<file path="config.mk">
export PLATFORM = sky130hd
export DESIGN_NAME = dp_sequencer_flat
export DESIGN_NICKNAME = d
export VERILOG_FILES = /design/src/rtl/dp_sequencer_if.sv /design/src/rtl/dp_sequencer.sv /design/src/flat_wrapper.sv
export SDC_FILE = /design/constraint.sdc
export NUM_CORES = 1
export LEC_CHECK = 0
export BUFFER_PORTS_ARGS = -buffer_cell sky130_fd_sc_hd__clkbuf_2
export CORE_MARGIN = 5
export CORE_UTILIZATION = 54
export DETAILED_ROUTE_END_ITERATION = 16
export HOLD_SLACK_MARGIN = 0.12
export PLACE_DENSITY = 0.85
export SYNTH_ARGS = -nofsm -noshare
export SYNTH_HDL_FRONTEND = slang
export SYNTH_SLANG_ARGS = --single-unit
</file>
<file path="constraint.sdc">
create_clock -name Clk -period 1.8 [get_ports Clk]
set_input_delay 0.36 -clock Clk [delete_from_list [all_inputs] [get_ports Clk]]
set_output_delay 0.36 -clock Clk [all_outputs]
set_load 0.01 [all_outputs]
</file>
<file path="src/rtl/dp_sequencer_if.sv">
// Command handshake bundle between the control unit and dp_sequencer.
interface dp_sequencer_if;
  logic       CMD_VALID;
  logic       CMD_READY;
  logic [4:0] CMD_OP;
  logic [3:0] CMD_RN;
  logic [3:0] CMD_RM;
  logic [3:0] CMD_RD;
  logic       CMD_S;

  modport master (
    output CMD_VALID, CMD_OP, CMD_RN, CMD_RM, CMD_RD, CMD_S,
    input  CMD_READY
  );

  modport slave (
    input  CMD_VALID, CMD_OP, CMD_RN, CMD_RM, CMD_RD, CMD_S,
    output CMD_READY
  );
endinterface

</file>
<file path="src/rtl/dp_sequencer.sv">
// Buffers ALU commands and steps each through a READ/WRITE sequence driving
// the register-file selects, write strobe, ALU controls and the NZCV register.
module dp_sequencer #(
  parameter int FIFO_DEPTH = 2,
  parameter int CNT_W      = 16
) (
  input  logic               Clk,
  input  logic               RESET,
  dp_sequencer_if.slave      cmd,
  input  logic [3:0]         FLAGS_OUT,
  output logic [19:0]        RSLCT,
  output logic               LOAD,
  output logic               IR_CU,
  output logic [4:0]         OP,
  output logic               S,
  output logic               ALU_OUT,
  output logic [3:0]         FLAGS,
  output logic               BUSY,
  output logic               DONE,
  output logic [CNT_W-1:0]   RETIRED
);

  localparam int PW = $clog2(FIFO_DEPTH);
  localparam int CW = PW + 1;
  localparam logic [CW-1:0] FULL_CNT = CW'(FIFO_DEPTH);

  typedef enum logic [1:0] {ST_IDLE, ST_READ, ST_WRITE} state_t;

  typedef struct packed {
    logic [4:0] op;
    logic [3:0] rn;
    logic [3:0] rm;
    logic [3:0] rd;
    logic       s;
  } cmd_t;

  cmd_t            mem_q [FIFO_DEPTH];
  logic [PW-1:0]   wr_ptr_q, wr_ptr_d, rd_ptr_q, rd_ptr_d;
  logic [CW-1:0]   count_q, count_d;
  logic            ready_q, ready_d;
  state_t          state_q, state_d;
  cmd_t            cmd_q, cmd_d, cmd_in;
  logic            push, pop, wb;

  logic [19:0]     rslct_q, rslct_d;
  logic            load_q, load_d;
  logic [4:0]      op_q, op_d;
  logic            s_q, s_d;
  logic            aluo_q, aluo_d;
  logic [3:0]      flags_q, flags_d;
  logic            busy_q, busy_d;
  logic            done_q, done_d;
  logic [CNT_W-1:0] retired_q, retired_d;

  assign cmd_in = '{op: cmd.CMD_OP, rn: cmd.CMD_RN, rm: cmd.CMD_RM,
                    rd: cmd.CMD_RD, s: cmd.CMD_S};
  // ready_q is zero whenever occupancy is full, so a full FIFO is never pushed
  assign push   = cmd.CMD_VALID && ready_q;

  always_ff @(posedge Clk) begin
    if (push) mem_q[wr_ptr_q] <= cmd_in;
  end

  always_comb begin
    state_d   = state_q;
    cmd_d     = cmd_q;
    pop       = 1'b0;
    unique case (state_q)
      ST_IDLE:  if (count_q != '0) begin pop = 1'b1; state_d = ST_READ; end
      ST_READ:  state_d = ST_WRITE;
      ST_WRITE: begin
        if (count_q != '0) begin pop = 1'b1; state_d = ST_READ; end
        else               state_d = ST_IDLE;
      end
      default:  state_d = ST_IDLE;
    endcase
    if (pop) cmd_d = mem_q[rd_ptr_q];

    count_d  = count_q;
    if (push && !pop)      count_d = count_q + CW'(1);
    else if (pop && !push) count_d = count_q - CW'(1);
    wr_ptr_d = push ? wr_ptr_q + PW'(1) : wr_ptr_q;
    rd_ptr_d = pop  ? rd_ptr_q + PW'(1) : rd_ptr_q;

    // Outputs are decoded from the next state so they register in step with it
    wb      = !(cmd_d.op[4] == 1'b0 && cmd_d.op[3:2] == 2'b10);
    rslct_d = '0;
    op_d    = '0;
    s_d     = 1'b0;
    aluo_d  = 1'b0;
    load_d  = 1'b0;
    if (state_d != ST_IDLE) begin
      rslct_d = {4'h0, cmd_d.rd, 4'h0, cmd_d.rm, cmd_d.rn};
      op_d    = cmd_d.op;
      aluo_d  = 1'b1;
    end
    if (state_d == ST_WRITE) begin
      s_d    = cmd_d.s;
      load_d = wb;
    end

    flags_d   = flags_q;
    retired_d = retired_q;
    done_d    = 1'b0;
    if (state_q == ST_WRITE) begin
      done_d    = 1'b1;
      retired_d = retired_q + CNT_W'(1);
      if (cmd_q.s) flags_d = FLAGS_OUT;
    end

    ready_d = (count_d != FULL_CNT);
    busy_d  = (count_d != '0) || (state_d != ST_IDLE);
  end

  always_ff @(posedge Clk) begin
    if (RESET) begin
      state_q   <= ST_IDLE;
      cmd_q     <= '0;
      wr_ptr_q  <= '0;
      rd_ptr_q  <= '0;
      count_q   <= '0;
      ready_q   <= 1'b0;
      rslct_q   <= '0;
      load_q    <= 1'b0;
      op_q      <= '0;
      s_q       <= 1'b0;
      aluo_q    <= 1'b0;
      flags_q   <= '0;
      busy_q    <= 1'b0;
      done_q    <= 1'b0;
      retired_q <= '0;
    end else begin
      state_q   <= state_d;
      cmd_q     <= cmd_d;
      wr_ptr_q  <= wr_ptr_d;
      rd_ptr_q  <= rd_ptr_d;
      count_q   <= count_d;
      ready_q   <= ready_d;
      rslct_q   <= rslct_d;
      load_q    <= load_d;
      op_q      <= op_d;
      s_q       <= s_d;
      aluo_q    <= aluo_d;
      flags_q   <= flags_d;
      busy_q    <= busy_d;
      done_q    <= done_d;
      retired_q <= retired_d;
    end
  end

  assign cmd.CMD_READY = ready_q;
  assign RSLCT         = rslct_q;
  assign LOAD          = load_q;
  assign IR_CU         = 1'b1;
  assign OP            = op_q;
  assign S             = s_q;
  assign ALU_OUT       = aluo_q;
  assign FLAGS         = flags_q;
  assign BUSY          = busy_q;
  assign DONE          = done_q;
  assign RETIRED       = retired_q;

endmodule

</file>
<file path="src/flat_wrapper.sv">
// flat-port wrapper written by rule: the top's interface ports become plain ports
module dp_sequencer_flat 
#(
  parameter int FIFO_DEPTH = 2,
  parameter int CNT_W      = 16
)
  (Clk, RESET, FLAGS_OUT, RSLCT, LOAD, IR_CU, OP, S, ALU_OUT, FLAGS, BUSY, DONE, RETIRED, cmd_CMD_VALID, cmd_CMD_OP, cmd_CMD_RN, cmd_CMD_RM, cmd_CMD_RD, cmd_CMD_S, cmd_CMD_READY);
  dp_sequencer_if cmd_i ();
  input  logic Clk;
  input  logic RESET;
  input  logic [3:0] FLAGS_OUT;
  output logic [19:0] RSLCT;
  output logic LOAD;
  output logic IR_CU;
  output logic [4:0] OP;
  output logic S;
  output logic ALU_OUT;
  output logic [3:0] FLAGS;
  output logic BUSY;
  output logic DONE;
  output logic [CNT_W-1:0] RETIRED;
  input wire logic [$bits(cmd_i.CMD_VALID)-1:0] cmd_CMD_VALID;
  input wire logic [$bits(cmd_i.CMD_OP)-1:0] cmd_CMD_OP;
  input wire logic [$bits(cmd_i.CMD_RN)-1:0] cmd_CMD_RN;
  input wire logic [$bits(cmd_i.CMD_RM)-1:0] cmd_CMD_RM;
  input wire logic [$bits(cmd_i.CMD_RD)-1:0] cmd_CMD_RD;
  input wire logic [$bits(cmd_i.CMD_S)-1:0] cmd_CMD_S;
  output wire logic [$bits(cmd_i.CMD_READY)-1:0] cmd_CMD_READY;
  assign cmd_i.CMD_VALID = cmd_CMD_VALID;
  assign cmd_i.CMD_OP = cmd_CMD_OP;
  assign cmd_i.CMD_RN = cmd_CMD_RN;
  assign cmd_i.CMD_RM = cmd_CMD_RM;
  assign cmd_i.CMD_RD = cmd_CMD_RD;
  assign cmd_i.CMD_S = cmd_CMD_S;
  assign cmd_CMD_READY = cmd_i.CMD_READY;
  dp_sequencer #(.FIFO_DEPTH(FIFO_DEPTH), .CNT_W(CNT_W)) u_core (.Clk(Clk), .RESET(RESET), .cmd(cmd_i), .FLAGS_OUT(FLAGS_OUT), .RSLCT(RSLCT), .LOAD(LOAD), .IR_CU(IR_CU), .OP(OP), .S(S), .ALU_OUT(ALU_OUT), .FLAGS(FLAGS), .BUSY(BUSY), .DONE(DONE), .RETIRED(RETIRED));
endmodule
</file>
==> After elaboration in Yosys (flattened, before gate mapping) <==
Memories as Yosys holds them, arrays and structs flattened. A register that Yosys moved wholly into a read port is not among the register bits.
Index checks and enable logic that the tools add are counted.
{ "classes": {"n_addsub": 5, "mux": 14, "n_reduce_logical": 16, "n_eq_ne": 5, "n_bitwise": 3} }
{ "op_table": {"columns": ["op", "n"], "rows": [
  ["2-to-1 mux 18 bit", 1],
  ["adder 16 x 1 -> 16 bit, second input constant", 1],
  ["2-to-1 mux 1 bit", 9],
  ["== test 2 bit, second input constant", 3],
  ["2-to-1 mux 2 bit", 3],
  ["one-hot mux 2 bit (3 select lines)", 1],
  ["nonzero test 2 bit", 3],
  ["OR reduction 2 bit", 3],
  ["logical AND 1 bit", 4],
  ["logical NOT 1 bit", 3],
  ["NOT 1 bit", 3],
  ["adder 1 bit, second input constant", 2],
  ["adder 2 x 1 -> 2 bit, second input constant", 1],
  ["== test 2 x 1 -> 1 bit, second input constant", 1],
  ["logical NOT 2 bit", 1],
  ["inequality test 2 bit, second input constant", 1],
  ["AND reduction 2 bit", 1],
  ["subtractor 2 x 1 -> 2 bit, second input constant", 1],
  ["logical OR 1 bit", 1]
]} }
{ "word_totals": {"memories": 1, "wordCells": 64, "out_inout_bits": 52, "input_bits": 25, "mem_bits_rw": 36, "ff_bits": 75} }
{ "mem_list": {"columns": ["memory", "words", "width", "read_ports", "rd_clocked_by_memory_dff", "wr", "line_no", "text"], "rows": [
  ["u_core.mem_q", 2, 18, 1, 1, 1, "dp_sequencer.sv:37", "cmd_t mem_q [FIFO_DEPTH];"]
]} }

==> Logic depth before layout (Yosys ltp) <==
Gate-level depths: netlist of run 1.
{ "logic_depth": {"depth_word": 8, "mapped_depth": 8} }

==> Worst setup path after synthesis of run 1 <==
No wires, ideal clock.
{ "synth_path": {"path_kind": "register to register", "from": "register u_core.ready_q, in the netlist u_core.cmd.CMD_READY", "to": "memory u_core.mem_q[0][0] in the netlist's numbering, enable pin", "path_slack_ns": 0.090, "synth_period_minus_slack_ns": 1.710, "path_stages_with_launch": 3, "arrival_ns": 1.318, "setup_ns": 0.392, "path_cell_list": "dfxtp_1 -> nand2_1 -> nor2_1"} }
{ "synth_via": {"elab_chain_len": 3} }
{ "synth_rtl": {"columns": ["item", "line_no", "text"], "rows": [
  ["start, declared", "dp_sequencer.sv:40", "logic ready_q, ready_d;"],
  ["start signal, assigned", "dp_sequencer.sv:138", "ready_q <= ready_d;"],
  ["logical AND 1 bit", "dp_sequencer.sv:58", "assign push = cmd.CMD_VALID && ready_q;"],
  ["2-to-1 mux 1 bit", "dp_sequencer.sv:61", "if (push) mem_q[wr_ptr_q] <= cmd_in;"],
  ["2-to-1 mux 1 bit (implied by the code)", "dp_sequencer.sv:61", null],
  ["end, declared", "dp_sequencer.sv:37", null]
]} }
Every way passes these cells.

==> Worst setup path in the final report of run 1 <==
{ "layout_path": {"from": "register u_core.retired_q[5], in the netlist u_core.RETIRED[5]", "to": "register u_core.retired_q[13], in the netlist u_core.RETIRED[13]"} }
{ "layout_via": {"elab_chain_len": 1} }
{ "layout_rtl": {"columns": ["item", "line_no", "text"], "rows": [
  ["start, declared", "dp_sequencer.sv:53", "logic [CNT_W-1:0] retired_q, retired_d;"],
  ["start signal, assigned", "dp_sequencer.sv:147", "retired_q <= retired_d;"],
  ["adder 16 x 1 -> 16 bit", "dp_sequencer.sv:107", "retired_d = retired_q + CNT_W'(1);"]
]} }
Every way passes these cells.
A chain may end at the register's enable or synchronous reset.

==> reports/qor.yml, run 1 <==
outcome: "finished, final reports clean"
seq_area_frac_synth_pct: 64.1
n_antenna_cell: 0
cts-htree-levels: 3
maxSlewHeadroom_pct: 63.9
clock_skew_ns: 0.00959
grt_start_max_net_pins: 22
irDropWorstVdd_mv: 0.689
vias: 2614
yosysUniqueCellTypes: 41
synthFlopType: "dfxtp_1"
yosys.area.top_type_share_pct: 35.8
hpwl_um: 5150
clk_pin_slew_ns: 0.10
placed_area_mm2: 0.00427
rrSetupSlack_ns: 0.12
postCtsSetupBuffers: 0
grt_antenna_before_repair: 0
cts-root-buf: "clkbuf_8"
design.die.area_mm2: 0.00883
cts_buffers: 9
vias_per_cell: 5.02
start_util_pct: 55.7
final_cell_mix: "68 x dfxtp_1, 67 x clkbuf_2, 44 x nand2_1, 43 x nor2_1"
hold_violations: 0
r2r_end: "u_core.RETIRED[13]"
gp_congestion: 0.861
crit_start: "u_core.RETIRED[5]"
clk_path_buf_depth: 2
die_h_um: 94.0
cap_viol_max_count: 0
fin_setup_tns_ns: 0
drtAntennaViolNets: 0
dp_slack_ns: 0.159
synthesis.area_mm2: 0.00381
drc: 0
cts.sinks: 104
cp_max_fo: 5
maxSlewViolCount: 0
first_pass_iters: 4
post_drt_wl_per_cell_um: 13.5
holdCritPathClass: "in -> reg"
ys_ff_latch: 104
die_width_um: 94.0
end_kind: "flop"
endpoint: "u_core.RETIRED[13]"
yosys-top-cells-area: "dfxtp_1 36%, edfxtp_1 28%, a21oi_1 4.7%"
insertion_delay_ns: 0.36
worst_slew_pin_slew_ns: 0.540
layout-drive-gt1-share_pct: 26.4
rsz0062_at_grt: "false"
cp.required_ns: 2.10
hold_slack_ns: 0.175
total_power_uw: 6090
final_nets: 447
core_area_mm2: 0.00683
synthCells: 345
wl_um: 7020
start_kind: "flop"
yosysWarnings: 0
tritoncts: "built"
total_leakage_power_uw: 0.00180
fin_crit_sh_pct: 93.2
power_switching_uw: 1990
grt_overflow: 0
layout_setup_ws_ns: 0.123
grt_pass1_vias: 2518
arrival_ns: 1.98
power.density_mw_per_mm2: 1360
grt_util_all_layers_pct: 16.7
clockPowerShare_pct: 22.1
fillers: 559
synth-edff-count: 36
syn2layout_area_growth_pct: 17.2
final_area_mm2: 0.00446
seqPwrFrac_pct: 50.6
async_flop_share_pct: 0
drt-initial-drc-count: 163
final_common_cell: "dfxtp_1"
postCtsResizedCells: 0
synth_area_leader_cell: "dfxtp_1"
port_buffers: 67
syn_area_per_cell_um2: 11.0
io_pins: 77
swShare_pct: 32.8
period_needed_ns: 1.68
p_int_uw: 4090
r2r_cells: 4
cts.hold.buffers_added: 0
combPwrFrac_pct: 27.3
rr_startpoint: "u_core.RETIRED[5]"
max_freq_ghz: 0.596
criticalPathCategory: "reg -> reg"
setup_viol: 0
fp-row-count: 30
grt_pass1_wl_um: 11500
## synthesized netlist by cell type, types with 3 or more instances
cell type / n
a21oi_1: 36
dfxtp_1: 68
clkbuf_1: 14
xor2_1: 10
mux2i_1: 10
nand2_1: 44
nor2_1: 43
inv_1: 5
mux2_2: 10
and2_1: 3
a311oi_1: 3
xnor2_1: 5
buf_4: 9
buf_2: 3
nand3_1: 8
nand4_1: 6
edfxtp_1: 36
## sequential cells by signal, summed over array words and instances (netlist names), 2 cells and up, named ones only
signal and flops:
u_core.FLAGS 4, u_core.OP 5, u_core.RETIRED 16, u_core.RSLCT 12
u_core.cmd_q 18, u_core.count_q 2, u_core.mem_q 36, u_core.state_q 2
## routing by layer
| metal | share of wire [%] | vias up | track usage (%) |
|---|---|---|---|
| li1 | - | 1317 | - |
| met1 | 42 | 1206 | 19.9 |
| met2 | 51 | 80 | 28.3 |
| met3 | 6.1 | 11 | 3.93 |
| met4 | 1.1 | 0 | 7.58 |
| met5 | 0 | - | 0 |
## cell families after synthesis
logic type                 share of synthesized area [%]
muxes                                               5.59
AOI/OAI and AO/OA                                   6.90
and+or+nand+nor                                     14.9
adders and majority gates                          0.657
other                                              0.197
buffers and inverters                               4.14
xor gates and xnor gates                            3.45
DFF                                                 64.1
## critical path, cell delays in order (launching register included)
cell	delay, ns
dfxtp_1	0.43
nand4_2	0.15
or4_4	0.54
or3_1	0.36
a21oi_1	0.13
## cell type report
| class | count | area (um2) | area share [%] |
|---|---|---|---|
| clock buffers | 9 | 124 | 2.78 |
| well taps | 96 | 120 | 2.69 |
| clock inverters | 7 | 60.1 | 1.35 |
| flip-flops and latches | 104 | 2440 | 54.7 |
| repair buffers | 84 | 463 | 10.4 |
| inverters | 5 | 18.8 | 0.421 |
| multi-input cells | 216 | 1230 | 27.6 |
## stage by stage
stage	utilization (%)	std cells
global route	65.3	521
global placement	62.5	504
CTS	65.2	520
floorplan	-	352
detailed placement	62.5	504
finish	65.3	521
## power by group through the flow
stage | Combinational, uW | Sequential (uW) | Clock (uW)
after global placement | 1600 | 3110 | 0
after CTS | 1660 | 3080 | 1390
after floorplan | 1100 | 3140 | 0
final | 1660 | 3080 | 1350
after global routing | 1870 | 3130 | 1500
after detailed placement | 1650 | 3140 | 0
## worst min path at each step
stage | startpoint | to | slack [ns] | depth (start not counted)
3_5_place_dp | u_core.cmd_q[8] | u_core.cmd_q[8] | 0.45 | 2
6_report | cmd_CMD_RD[2] | u_core.mem_q[0][3] | 0.18 | 1
3_3_place_gp | u_core.cmd_q[5] | u_core.cmd_q[5] | 0.44 | 2
5_1_grt | cmd_CMD_RD[2] | u_core.mem_q[0][3] | 0.16 | 1
2_1_floorplan | u_core.count_q[0] | u_core.cmd.CMD_READY | 0.43 | 1
4_1_cts | cmd_CMD_RD[2] | u_core.mem_q[0][3] | 0.16 | 1
No activity file was read; power rests on OpenSTA's default activity.
==> run 2: changes to the inputs <==
CORE_UTILIZATION = 45   (was 54)
PLACE_DENSITY = 0.73   (was 0.85)
==> run 2 against run 1 <==
Non-clock buffer count shrank 2. Critical path type unchanged. Cell area grew 0.70%. Utilization shrank 11 points. Critical endpoint is now u_core.RETIRED[15].
==> reports/qor.yml, run 2 (same netlist as run 1, synthesis figures left out) <==
vias_per_cell: 5.00  # -0.38%
hold_slack_ns: 0.170  # -0.00568 ns
drc: 0  # unchanged
grt_pass1_vias: 2568  # +2.0%
cts-htree-levels: 3  # unchanged
start_util_pct: 46.3  # -9.4 points
clock_skew_ns: 0.0133  # +0.00371 ns
power_switching_uw: 2030  # +1.8%
cts_buffers: 9  # unchanged
design.die.area_mm2: 0.0104  # +18%
tritoncts: "built"
end_kind: "flop"
clk_pin_slew_ns: 0.11  # about the same
p_int_uw: 4130  # +0.89%
grt_antenna_before_repair: 0  # unchanged
start_kind: "flop"
dp_slack_ns: 0.0888  # -0.0703 ns
first_pass_iters: 4  # unchanged
drt-initial-drc-count: 103  # -37%
die_width_um: 102  # +8.5%
cp.required_ns: 2.11  # about the same
io_pins: 77  # unchanged
grt_start_max_net_pins: 42  # +91%
grt_overflow: 0  # unchanged
post_drt_wl_per_cell_um: 13.7  # +2.0%
clockPowerShare_pct: 22.3  # +0.2 points
rr_startpoint: "u_core.RETIRED[5]"
seqPwrFrac_pct: 49.4  # -1.2 points
cap_viol_max_count: 0  # unchanged
combPwrFrac_pct: 28.3  # +1.0 points
grt_pass1_wl_um: 11700  # +1.5%
largest_reg_flops: 36  # unchanged
criticalPathCategory: "reg -> reg"
outcome: "finished, final reports clean"
drtAntennaViolNets: 0  # unchanged
final_cell_mix: "67 x dfxtp_1, 67 x clkbuf_2, 44 x nand2_1, 43 x nor2_1"
clk_path_buf_depth: 2  # unchanged
cts-root-buf: "clkbuf_8"
min-delay-start: "cmd_CMD_RN[3]"
top_register: "u_core.mem_q"
maxSlewViolCount: 0  # unchanged
total_power_uw: 6160  # +1.2%
total_leakage_power_uw: 0.00180  # +0.27%
power.density_mw_per_mm2: 1370  # +0.49%
swShare_pct: 33.0  # +0.20 points
placed_cells: 510  # +1.2%
grt_util_all_layers_pct: 14.5  # -2.2 points
die_h_um: 102  # +8.5%
setup_viol: 0  # unchanged
cts.sinks: 104  # unchanged
max_freq_ghz: 0.593  # -0.60%
irDropWorstVdd_mv: 0.684  # -0.76%
fin_crit_sh_pct: 93.7  # +0.56 points
wl_um: 7260  # +3.4%
hpwl_um: 5150  # about the same
n_antenna_cell: 0  # unchanged
core_area_mm2: 0.00822  # +20%
hold_violations: 0  # unchanged
cp_max_fo: 5  # unchanged
holdCritPathClass: "in -> reg"
layout-drive-gt1-share_pct: 26.5  # +0.12 points
fp-row-count: 33  # +10%
gp_congestion: 0.789  # -8.3%
instances_no_fill: 528  # +1.3%
port_buffers: 67  # unchanged
period_needed_ns: 1.69  # +0.0102 ns
vias: 2639  # +0.96%
insertion_delay_ns: 0.37  # about the same
final_nets: 445  # -0.45%
crit_start: "u_core.RETIRED[5]"
fin_setup_tns_ns: 0  # unchanged
syn2layout_area_growth_pct: 18.0
arrival_ns: 1.99  # about the same
layout_setup_ws_ns: 0.113  # -0.0102 ns
==> run 2: cell types whose count changed in the layout (fill, tap and decap cells not counted), sizes merged <==
cell      before  now
clkinvlp       1    0
clkbuf        76   77
buf           17   15
clkinv         1    3
inv           10    8
==> run 2: stage by stage <==
stage	utilization (%)	area, um2
detailed placement	52.1	4280
finish	54.7	4490
CTS	54.5	4470
floorplan	-	3830
global placement	52.1	4280
global route	54.7	4490
==> run 2: repair_timing <==
item,4_1_cts,5_1_grt
endpoints found under the setup margin,0,2
gates resized for setup,0,2
hold buffers,0,0
setup buffers,0,2
==> run 2: layer usage <==
layer	track usage [%]	up-vias	wire [um]
met1	17.4	1236	3050
met4	6.36	0	156
li1	-	1314	-
met5	0	-	0
met3	4.03	13	517
met2	24.4	76	3530
==> run 2: layout make-up <==
class	count	area (um2)
Tap cell	105	131
Sequential cell	104	2440
Fill cell	711	3720
Inverter	5	18.8
Clock buffer	10	128
Clock inverter	6	62.6
Timing Repair Buffer	82	473
Multi-Input combinational cell	216	1240
==> run 2: worst paths after layout <==
kind	end	slack [ns]	depth (start not counted)
worst max-delay path	u_core.RETIRED[15]	0.11	4
worst min-delay path	u_core.mem_q[1][12]	0.17	1
worst max register to register	u_core.RETIRED[15]	0.11	4
worst min register to register	u_core.RSLCT[13]	0.45	2
==> run 2: power groups by stage <==
stage	clock network [uW]	logic [uW]	registers, uW
final	1370	1740	3050
after global routing	1510	1950	3100
after CTS	1410	1730	3050
after detailed placement	0	1720	3110
after global placement	0	1670	3090
after floorplan	0	1100	3140
==> run 2: worst max-delay path, cell delays in order (launching register included) <==
cell and delay (ns):
dfxtp_1 0.42, nand4_2 0.16, or4_4 0.55, or3_1 0.36
a21oi_1 0.14
